==> src/rtl/mac_seq_ctrl.sv <==
// rtl/mac_seq_ctrl.sv - beat sequencer and accumulator for the external 4-lane 8-bit MAC
// Define MAC_SEQ_SAT_EN for a saturating accumulator with a sticky res_ovf flag.
module mac_seq_ctrl #(
   parameter int CNT_W = 8,
   parameter int ACC_W = 24
) (
   input  logic             clk,
   input  logic             rst,
   input  logic             cmd_valid,
   output logic             cmd_ready,
   input  logic [CNT_W-1:0] cmd_beats,
   input  logic             in_valid,
   output logic             in_ready,
   input  logic [31:0]      in_a,
   input  logic [31:0]      in_b,
   output logic [31:0]      mac_a_out,
   output logic [31:0]      mac_b_out,
   input  logic [15:0]      mac_result_in,
   output logic             res_valid,
   input  logic             res_ready,
   output logic [ACC_W-1:0] res_data,
   output logic             res_ovf,
   output logic             busy
);

   typedef enum logic [1:0] {S_IDLE, S_RUN, S_DRAIN, S_DONE} state_t;

   state_t           r_state;
   logic [CNT_W-1:0] r_remaining;
   logic             r_pipe_valid;
   logic [ACC_W-1:0] r_acc;
   logic             r_cmd_ready;
   logic             r_in_ready;
   logic             r_res_valid;
   logic             r_busy;
   logic [31:0]      r_mac_a;
   logic [31:0]      r_mac_b;

   logic             w_beat;
   logic [ACC_W-1:0] w_add;
   logic [ACC_W-1:0] w_acc_next;

   assign w_beat = in_valid & r_in_ready;
   assign w_add  = ACC_W'(mac_result_in);

`ifdef MAC_SEQ_SAT_EN
   logic [ACC_W:0] w_sum;
   logic           r_ovf;
   assign w_sum      = {1'b0, r_acc} + {1'b0, w_add};
   assign w_acc_next = w_sum[ACC_W] ? {ACC_W{1'b1}} : w_sum[ACC_W-1:0];
   assign res_ovf    = r_ovf;

   always_ff @(posedge clk) begin
      if (rst) begin
         r_ovf <= 1'b0;
      end else if (r_state == S_IDLE && cmd_valid) begin
         r_ovf <= 1'b0;
      end else if (r_pipe_valid && w_sum[ACC_W]) begin
         r_ovf <= 1'b1;
      end
   end
`else
   assign w_acc_next = r_acc + w_add;
   assign res_ovf    = 1'b0;
`endif

   always_ff @(posedge clk) begin
      if (rst) begin
         r_state      <= S_IDLE;
         r_remaining  <= '0;
         r_pipe_valid <= 1'b0;
         r_acc        <= '0;
         r_cmd_ready  <= 1'b1;
         r_in_ready   <= 1'b0;
         r_res_valid  <= 1'b0;
         r_busy       <= 1'b0;
         r_mac_a      <= '0;
         r_mac_b      <= '0;
      end else begin
         // Product of the beat registered last cycle is on mac_result_in now.
         r_pipe_valid <= w_beat;
         if (r_pipe_valid) begin
            r_acc <= w_acc_next;
         end
         if (w_beat) begin
            r_mac_a <= in_a;
            r_mac_b <= in_b;
         end
         case (r_state)
            S_IDLE: begin
               if (cmd_valid) begin
                  r_remaining <= cmd_beats;
                  r_acc       <= '0;
                  r_cmd_ready <= 1'b0;
                  r_busy      <= 1'b1;
                  if (cmd_beats != '0) begin
                     r_state    <= S_RUN;
                     r_in_ready <= 1'b1;
                  end else begin
                     r_state <= S_DRAIN;
                  end
               end
            end
            S_RUN: begin
               if (w_beat) begin
                  r_remaining <= r_remaining - CNT_W'(1);
                  if (r_remaining == CNT_W'(1)) begin
                     r_state    <= S_DRAIN;
                     r_in_ready <= 1'b0;
                  end
               end
            end
            S_DRAIN: begin
               r_state     <= S_DONE;
               r_res_valid <= 1'b1;
            end
            S_DONE: begin
               if (res_ready) begin
                  r_state     <= S_IDLE;
                  r_res_valid <= 1'b0;
                  r_cmd_ready <= 1'b1;
                  r_busy      <= 1'b0;
               end
            end
            default: begin
               r_state <= S_IDLE;
            end
         endcase
      end
   end

   assign cmd_ready = r_cmd_ready;
   assign in_ready  = r_in_ready;
   assign res_valid = r_res_valid;
   assign res_data  = r_acc;
   assign busy      = r_busy;
   assign mac_a_out = r_mac_a;
   assign mac_b_out = r_mac_b;

endmodule
==> config.mk <==
export PLATFORM = sky130hd
export DESIGN_NAME = mac_seq_ctrl
export DESIGN_NICKNAME = d
export VERILOG_FILES = /design/src/rtl/mac_seq_ctrl.sv
export SDC_FILE = /design/constraint.sdc
export NUM_CORES = 1
export LEC_CHECK = 0
export ABC_AREA = 1
export CORE_ASPECT_RATIO = 0.75
export CORE_MARGIN = 3
export CORE_UTILIZATION = 49
export CTS_CLUSTER_SIZE = 20
export DETAILED_ROUTE_END_ITERATION = 7
export PLACE_DENSITY = 0.92
export SKIP_LAST_GASP = 1
export SLEW_MARGIN = 20
export SYNTH_ARGS = -nofsm -noshare
export SYNTH_HDL_FRONTEND = slang
export SYNTH_SLANG_ARGS = --single-unit
==> constraint.sdc <==
create_clock -name clk -period 4.56 [get_ports clk]
set_clock_uncertainty 0.05 [all_clocks]
set_input_delay 1.368 -clock clk [delete_from_list [all_inputs] [get_ports clk]]
set_output_delay 1.368 -clock clk [all_outputs]
set_load 0.01 [all_outputs]
======== Yosys cells after proc, flatten, opt, wreduce, memory -nomap -nowiden ========
Index checks and enable logic that the tools add are counted.
cells by class
  add/subtract/negate cells ............... 2
  eq/ne operators ......................... 9
  reduce and logical (&&, ||, !) cells .... 10
  bitwise operators ....................... 1
  muxes and demuxes ....................... 24
operators with widths
  cell                   count
  $mux W24               3
  $add A24 B16 Y24       1
  $mux W8                2
  $pmux W8 S2            1
  $mux W2                5
  $ne A2 B2 Y1 const B   5
  $eq A8 B1 Y1 const B   1
  $mux W1                8
  $pmux W1 S2            4
  $pmux W2 S4            1
  $reduce_bool A8 Y1     1
  $sub A8 B1 Y8 const B  1
  $reduce_and A3 Y1      2
  $reduce_bool A2 Y1     3
  $reduce_and A5 Y1      1
  $eq A2 B2 Y1 const B   2
  $reduce_and A4 Y1      1
  $eq A2 B1 Y1 const B   1
  $logic_not A2 Y1       1
  $reduce_and A2 Y1      1
  $and A1 B1 Y1          1
word-level totals
  logic and storage cells ................. 56
  register bits ........................... 103

======== Depth between registers and ports, before layout ========
Gate-level depths: netlist of run 1.
  depth in word-level cells ............... 4
  gate-level depth with buffers ........... 13
  mapped depth without buffers ............ 13

======== Worst setup path after synthesis of run 1 ========
OpenSTA, ideal clock, no wires.
  path type ............................... input port to flip-flop
  start ................................... input mac_result_in[0]
  end ..................................... register r_acc[8], in the netlist res_data[8]
  path buffers ............................ 0
  arrival time ............................ 2643 ps
  stages on the path ...................... 9
  setup slack ............................. 1751 ps
  setup time .............................. 115 ps
  cells stage by stage .................... ha_1 > fa_1 > nand3_1 > nand3_1 > nand3_1 > nand2_1 > xor2_1 > o21ai_0 > inv_1
between the ends
  cells in the longest elaborated chain, start to end .. 4
ends and longest elaborated chain
  element                 RTL line  text
  start: declaration      18        input logic [15:0] mac_result_in,
  $add A24 B16 Y24 *      63        assign w_acc_next = r_acc + w_add;
  $mux W24 *              82        if (r_pipe_valid) begin
  $mux W24                91        if (cmd_valid) begin
  $mux W24 *              89        case (r_state)
  end signal: assignment  83        r_acc <= w_acc_next;
  end: declaration        31        logic [ACC_W-1:0] r_acc;
Every way passes the cells marked *; elsewhere a longest branch is shown, timed or not.
A chain may end at the register's enable or synchronous reset.

======== Final worst setup path of run 1 ========
  start ................................... input mac_result_in[0]
  end ..................................... register r_acc[20], in the netlist res_data[20]
The elaborated chain is that of the path after synthesis.

==> out/summary.txt, run 1 <==
PLACED DESIGN
-------------------------------------------------------------------------------------------------
Cell area after placement ..........................................................   7217 sq um
Number of I/O port buffers .........................................................          184
Post-DP HPWL .......................................................................     11.19 mm
Gpl congestion .....................................................................       0.9064

STA
-------------------------------------------------------------------------------------------------
Share of the clock period used by the worst path ...................................       0.6783
Minimum period implied by the final worst setup slack ..............................     3.093 ns
Unrepaired setup endpoints after global routing ....................................        false
Final max-slew violation count .....................................................            0
Transition time at the pin with the least slew margin ..............................    0.6661 ns
Final number of setup-violating endpoints ..........................................            0
Max Freq ...........................................................................    323.3 MHz
Slew HR ............................................................................       0.5560
Hold Vio Cnt, Final ................................................................            0
Total negative setup slack .........................................................         0 ns

CLOCK NETWORK
-------------------------------------------------------------------------------------------------
Maximum level of the CTS H-tree ....................................................            3
Clock buffers created by TritonCTS .................................................            9
Clk Latency, worst-skew pair .......................................................      0.35 ns
Number of hold buffers added after cts .............................................            0
Resized cells post-CTS .............................................................            0
Clock sinks ........................................................................          103
Setup Buffers After CTS ............................................................            0
Clock-pin slew of the registers on the worst-case setup and hold paths .............      0.07 ns
CTS tree ...........................................................................          yes
Clk Tree Root Cell .................................................................    clkbuf_16
CTS max path bufs ..................................................................            2

CELLS AND AREA
-------------------------------------------------------------------------------------------------
Multi-input gate area ..............................................................   2824 sq um
Reg area ...........................................................................   2062 sq um
Number of nets in the final layout .................................................        1,052
Most frequent cells in the layout .................................................. nor2_1, clkdlybuf4s50_1, nand2_1, dfxtp_1, o21ai_0
Fill cell instance count of the final layout .......................................          827
Final design area excluding fillers ................................................   7535 sq um
Number of inserted diodes ..........................................................            0
Share of cells above drive strength 1 ..............................................      0.07447
Leading cell type in the layout, fill and taps excluded ............................       nor2_1
Syn-to-layout area delta ...........................................................       41.39%

SYNTHESIS
-------------------------------------------------------------------------------------------------
EDFF count, synth ..................................................................            0
Proportion of synthesized chip area in sequential cells ............................       0.3869
Number of synthesized register bits ................................................          103
Netlist area before placement ......................................................   5329 sq um
Yosys warning count ................................................................            0
Synth Net Count ....................................................................          883
Async set-or-reset flop fraction in the synthesized netlist ........................            0
Average footprint of a synthesized cell ............................................  6.957 sq um
Count of mapped cells out of synthesis .............................................          766
Number of distinct library cell variants in the gate-level netlist after synthesis .           48
Ys flop type .......................................................................      dfxtp_1

FLOORPLANNING
-------------------------------------------------------------------------------------------------
DIE HEIGHT .........................................................................     96.32 um
Ports placed on the boundary .......................................................          186
Standard-cell row count ............................................................           32
Die outline width ..................................................................     126.4 um
Die area ........................................................................... 12,180 sq um
Initial Utilization ................................................................       0.5099
Floorplan core area ................................................................ 10,450 sq um

GRT
-------------------------------------------------------------------------------------------------
Overall track demand over capacity in global routing ...............................       0.2381
Global-route wire length before repair .............................................     23.50 mm
Number of antenna violations at the first check in global routing ..................            0
Vias in the first global route .....................................................        4,904
Most used routing layer in global routing ..........................................         met2
Met3 usage in global routing .......................................................      0.06933
GRT met1 Usage .....................................................................       0.3048
Overall overflow remaining after global route ......................................            0
GRT met2 Usage .....................................................................       0.3988
Maximum number of pins on one net before global-route repair .......................           69

SETUP PATH
-------------------------------------------------------------------------------------------------
Critical Path AT ...................................................................      3.28 ns
Type of destination of the critical path ...........................................         flop
Category of the worst setup path launch point ...................................... primary input
Type of the worst setup path .......................................................    in -> reg
Critical path required time ........................................................      4.75 ns
Depth of the most critical reg-to-reg path .........................................           10
Max FO, Critical Path ..............................................................            4

MIN PATH
-------------------------------------------------------------------------------------------------
Number of stages on the worst hold path ............................................            2
Worst hold-check path type .........................................................   reg -> reg

ROUTE
-------------------------------------------------------------------------------------------------
Violation count after the first detailed-route iteration ...........................          424
Total via count in the routed design ...............................................        5,396
Initial DRT Pass Iterations ........................................................            5
Routed wire length .................................................................     15.10 mm
Routed wire length per instance ....................................................     14.03 um
Count of antenna-violating nets left after detailed routing ........................            0
Via-to-Cell Ratio ..................................................................        5.015
Drc violations .....................................................................            0

PWR
-------------------------------------------------------------------------------------------------
Worst IR Drop VDD ..................................................................     296.8 uV
Leakage Power ......................................................................     3.239 nW
Pwr/cell area ...................................................................... 445.4 nW/um^2

RUN STATUS
-------------------------------------------------------------------------------------------------
Run status ......................................................................... finished, final reports clean

JOB
-------------------------------------------------------------------------------------------------
Max-cap violations .................................................................            0

[power by group]
group / internal (mW) / switching (mW) / leakage [nW]
sequential: 1.09 / 0.122 / 0.839
clock: 0.443 / 0.376 / 0.156
combinational: 0.608 / 0.719 / 2.24
[cell families (layout without fill, tap and decap cells)]
| family | count (synthesis) | count (layout) | synth area share |
|---|---|---|---|
| compound gates | 133 | 133 | 0.1336 |
| xor+xnor | 3 | 3 | 0.004932 |
| fa+ha+maj | 24 | 24 | 0.05776 |
| buf+inv | 106 | 280 | 0.08358 |
| flops | 103 | 103 | 0.3869 |
| mux | 1 | 1 | 0.001878 |
| other cells | 1 | 1 | 0.0007037 |
| simple gates | 395 | 395 | 0.3306 |
[path summary, 6_finish.rpt]
check                                           startpoint                    endpoint  slack [ns]
worst max register to register     r_state[0]$_SDFFE_PP0P_      res_data[8]$_SDFF_PP0_        2.57
worst min register to register  mac_a_out[31]$_SDFFE_PP0P_  mac_a_out[31]$_SDFFE_PP0P_        0.43
worst max-delay path                      mac_result_in[0]     res_data[20]$_SDFF_PP0_        1.47
worst min-delay path            mac_a_out[31]$_SDFFE_PP0P_  mac_a_out[31]$_SDFFE_PP0P_        0.43
[critical path, stage by stage]
cell and delay (ns):
clkdlybuf4s50_1 0.40, ha_1 0.24, fa_1 0.46, nand3_1 0.11
nand3_1 0.11, nand3_1 0.09, nand2_1 0.09, nand2_1 0.07
nand2_1 0.10, a21oi_1 0.17, nor2_1 0.07
[metal layers]
layer | vias to the layer above | share of wire
met5 | - | 0
met4 | 0 | 0.016
met3 | 21 | 0.084
met2 | 207 | 0.47
met1 | 2388 | 0.43
li1 | 2780 | -
[Yosys cell counts (all sizes together), types with 2 or more instances]
cell type,number,area share
and2,4,0.0059
nor3,5,0.0056
nand3b,2,0.0052
or2,4,0.0047
o211ai,8,0.011
a211oi,2,0.0028
clkbuf,15,0.013
a21oi,37,0.037
dfxtp,103,0.39
o21ai,83,0.079
xor2,3,0.0049
nand2,134,0.11
buf,16,0.018
inv,74,0.052
nor2,194,0.15
ha,23,0.054
nand3,46,0.049
nand4,3,0.0035
[state kept, by name, indices dropped and copies added, names as in the netlist]
signal and flops:
r_remaining 8, res_valid 1, mac_b_out 32, busy 1
r_pipe_valid 1, mac_a_out 32, cmd_ready 1, res_data 24
in_ready 1, r_state 2
[cell type report]
| type | count | area share |
|---|---|---|
| timing repair buffer | 189 | 0.2494 |
| clock buffer | 9 | 0.02989 |
| multi-input combinational | 557 | 0.3748 |
| clock inverter | 7 | 0.01229 |
| sequential | 103 | 0.2737 |
| inverter | 75 | 0.03736 |
| tap | 136 | 0.02258 |
[stage by stage]
stage / hold slack [ns] / cells / total power, mW / worst slack, ns / utilization
after detailed placement: 0.4218 / 1060 / 2.535 / 1.139 / 0.6906
after CTS: 0.4368 / 1076 / 3.369 / 1.498 / 0.7210
after global routing: 0.4550 / 1076 / 3.574 / 1.329 / 0.7210
after floorplan: 0.4073 / 766 / 2.001 / 1.751 / -
after global placement: 0.4103 / 1060 / 2.491 / 1.212 / 0.6906
final: 0.4304 / 1076 / 3.356 / 1.467 / 0.7210
(Power assumes the default switching activity.)
==> run 2: changes to the inputs <==
- CORE_UTILIZATION: 49 -> 41
- PLACE_DENSITY: 0.92 -> 0.83
- clock period: 4.56 -> 2.7 ns (I/O delays scaled with it)
==> out/summary.txt, run 2 (synthesis results as in run 1) <==
ROUTE
--------------------------------------------------------------------------------------
Routed wire length ......................................................     14.90 mm
Total via count in the routed design ....................................        5,393
Initial DRT Pass Iterations .............................................            5
Count of antenna-violating nets left after detailed routing .............            0
Via-to-Cell Ratio .......................................................        4.854
Drc violations ..........................................................            0
Routed wire length per instance .........................................     13.41 um
Violation count after the first detailed-route iteration ................          376

CLOCK NETWORK
--------------------------------------------------------------------------------------
Resized cells post-CTS ..................................................            0
CTS max path bufs .......................................................            2
Number of hold buffers added after cts ..................................            0
Maximum level of the CTS H-tree .........................................            3
Clock buffers created by TritonCTS ......................................            9
Clock-pin slew of the registers on the worst-case setup and hold paths ..      0.08 ns
Clk Tree Root Cell ......................................................    clkbuf_16
Setup Buffers After CTS .................................................            0
CTS tree ................................................................          yes
Clock sinks .............................................................          103
Clk Latency, worst-skew pair ............................................      0.35 ns

PLACED DESIGN
--------------------------------------------------------------------------------------
Gpl congestion ..........................................................       0.8991
Post-DP HPWL ............................................................     11.39 mm
Worst Setup Slack post-DPL ..............................................  -0.03159 ns
Number of I/O port buffers ..............................................          184
Cell area after placement ...............................................   7317 sq um
Dpl cells ...............................................................        1,095

CELLS AND AREA
--------------------------------------------------------------------------------------
Post-layout utilization of the core .....................................       0.6122
Share of cells above drive strength 1 ...................................      0.07937
Most frequent cells in the layout ....................................... nor2_1, clkdlybuf4s50_1, nand2_1, dfxtp_1, o21ai_0
Fill cell instance count of the final layout ............................        1,137
Final design area excluding fillers .....................................   7641 sq um
Non-Filler Instances ....................................................        1,111
Syn-to-layout area delta ................................................       43.39%
Number of inserted diodes ...............................................            0
Leading cell type in the layout, fill and taps excluded .................       nor2_1
Number of nets in the final layout ......................................        1,057
Multi-input gate area ...................................................   2824 sq um
Reg area ................................................................   2062 sq um

FLOORPLANNING
--------------------------------------------------------------------------------------
DIE HEIGHT ..............................................................     104.7 um
Die outline width .......................................................     137.6 um
Ports placed on the boundary ............................................          186
Floorplan core area ..................................................... 12,480 sq um
Die area ................................................................ 14,420 sq um
Standard-cell row count .................................................           35
Initial Utilization .....................................................       0.4270

SETUP PATH
--------------------------------------------------------------------------------------
Buffer and inverter count on the worst path .............................            1
Type of destination of the critical path ................................         flop
Largest stage delay on the critical path ................................      0.40 ns
Critical R2R Capture .................................................... r_remaining[2]$_SDFFE_PP0P_
FF-to-FF setup slack ....................................................      0.85 ns
Type of the worst setup path ............................................    in -> reg
Category of the worst setup path launch point ........................... primary input
Critical path required time .............................................      2.89 ns
Depth of the most critical reg-to-reg path ..............................            8
Launch instance of the worst register-to-register path .................. r_state[1]$_SDFFE_PP0P_
Crit-path cells ......................................................... clkdlybuf4s50_1 > ha_1 > fa_1 > nand3_1 > nand3_1 > nand3_1 > nand2_1 > nand2_1 > nand2_1 > a21oi_1 > nor2_1
Max FO, Critical Path ...................................................            4
Library cell contributing the largest single delay on the critical path . clkdlybuf4s50_1
Critical Path AT ........................................................      2.59 ns
Gate family responsible for the most delay along the worst path .........  adder cells

PWR
--------------------------------------------------------------------------------------
Pwr/cell area ........................................................... 736.8 nW/um^2
Worst IR Drop VDD .......................................................     418.8 uV
Leakage Power ...........................................................     3.271 nW

RUN STATUS
--------------------------------------------------------------------------------------
Run status .............................................................. finished, final reports clean

STA
--------------------------------------------------------------------------------------
Unrepaired setup endpoints after global routing .........................        false
Hold Vio Cnt, Final .....................................................            0
Final number of setup-violating endpoints ...............................            0
Max Freq ................................................................    416.5 MHz
Slew HR .................................................................       0.6391
Total negative setup slack ..............................................         0 ns
Share of the clock period used by the worst path ........................       0.8893
Final max-slew violation count ..........................................            0
Transition time at the pin with the least slew margin ...................    0.5413 ns
Minimum period implied by the final worst setup slack ...................     2.401 ns
Worst-case setup margin in the final layout .............................    0.2989 ns

GRT
--------------------------------------------------------------------------------------
Number of antenna violations at the first check in global routing .......            0
Maximum number of pins on one net before global-route repair ............           66
Overall overflow remaining after global route ...........................            0
Vias in the first global route ..........................................        5,002
Overall track demand over capacity in global routing ....................       0.2078
Global-route wire length before repair ..................................     24.26 mm

MIN PATH
--------------------------------------------------------------------------------------
Worst hold path endpoint ................................................ busy$_SDFFE_PP0P_
Hold_sp ................................................................. busy$_SDFFE_PP0P_
Worst hold-check path type ..............................................   reg -> reg
Number of stages on the worst hold path .................................            2

JOB
--------------------------------------------------------------------------------------
Max-cap violations ......................................................            0

==> run 2: layer usage <==
| metal | GRT usage | part of all wire | up-vias |
|---|---|---|---|
| li1 | - | - | 2792 |
| met1 | 0.2716 | 0.45 | 2403 |
| met2 | 0.3315 | 0.45 | 184 |
| met3 | 0.07026 | 0.083 | 14 |
| met4 | 0.04630 | 0.013 | 0 |
| met5 | 0 | 0 | - |
==> run 2: worst max path at each step <==
stage,cells past startpoint,end,startpoint,slack (ns)
global route,12,res_data[20]$_SDFF_PP0_,mac_result_in[0],0.13
finish,11,res_data[20]$_SDFF_PP0_,mac_result_in[0],0.30
detailed placement,11,res_data[20]$_SDFF_PP0_,mac_result_in[0],-0.03
global placement,11,res_data[20]$_SDFF_PP0_,mac_result_in[0],-0.001
floorplan,9,res_data[8]$_SDFF_PP0_,mac_result_in[0],0.45
CTS,11,res_data[20]$_SDFF_PP0_,mac_result_in[0],0.33
==> run 2: tightest hold or removal path: cells and delay by family, from the launching register on <==
kind / cells / cell delay [ns]
AOI/OAI and AO/OA: 1 / 0.05
and+or+nand+nor: 1 / 0.06
DFF: 1 / 0.32
==> run 2: cell type report <==
type	count	area share
Inverter	75	0.03684
Timing Repair Buffer	194	0.2541
Sequential cell	103	0.2699
Tap cell	166	0.02718
Multi-Input combinational cell	557	0.3696
Clock buffer	9	0.02947
Clock inverter	7	0.01294
==> run 2: power by group <==
part           leakage [nW]  total (mW)  internal, mW  switching, mW
combinational          2.28        2.22          1.04           1.18
sequential            0.839        2.04          1.84          0.202
clock                 0.155        1.37         0.678          0.692
==> run 2: per-stage QoR <==
| stage | power, mW | hold WS, ns |
|---|---|---|
| floorplan | 3.379 | 0.4073 |
| global placement | 4.238 | 0.4098 |
| detailed placement | 4.288 | 0.4106 |
| CTS | 5.670 | 0.4240 |
| global route | 6.019 | 0.4482 |
| finish | 5.630 | 0.4198 |
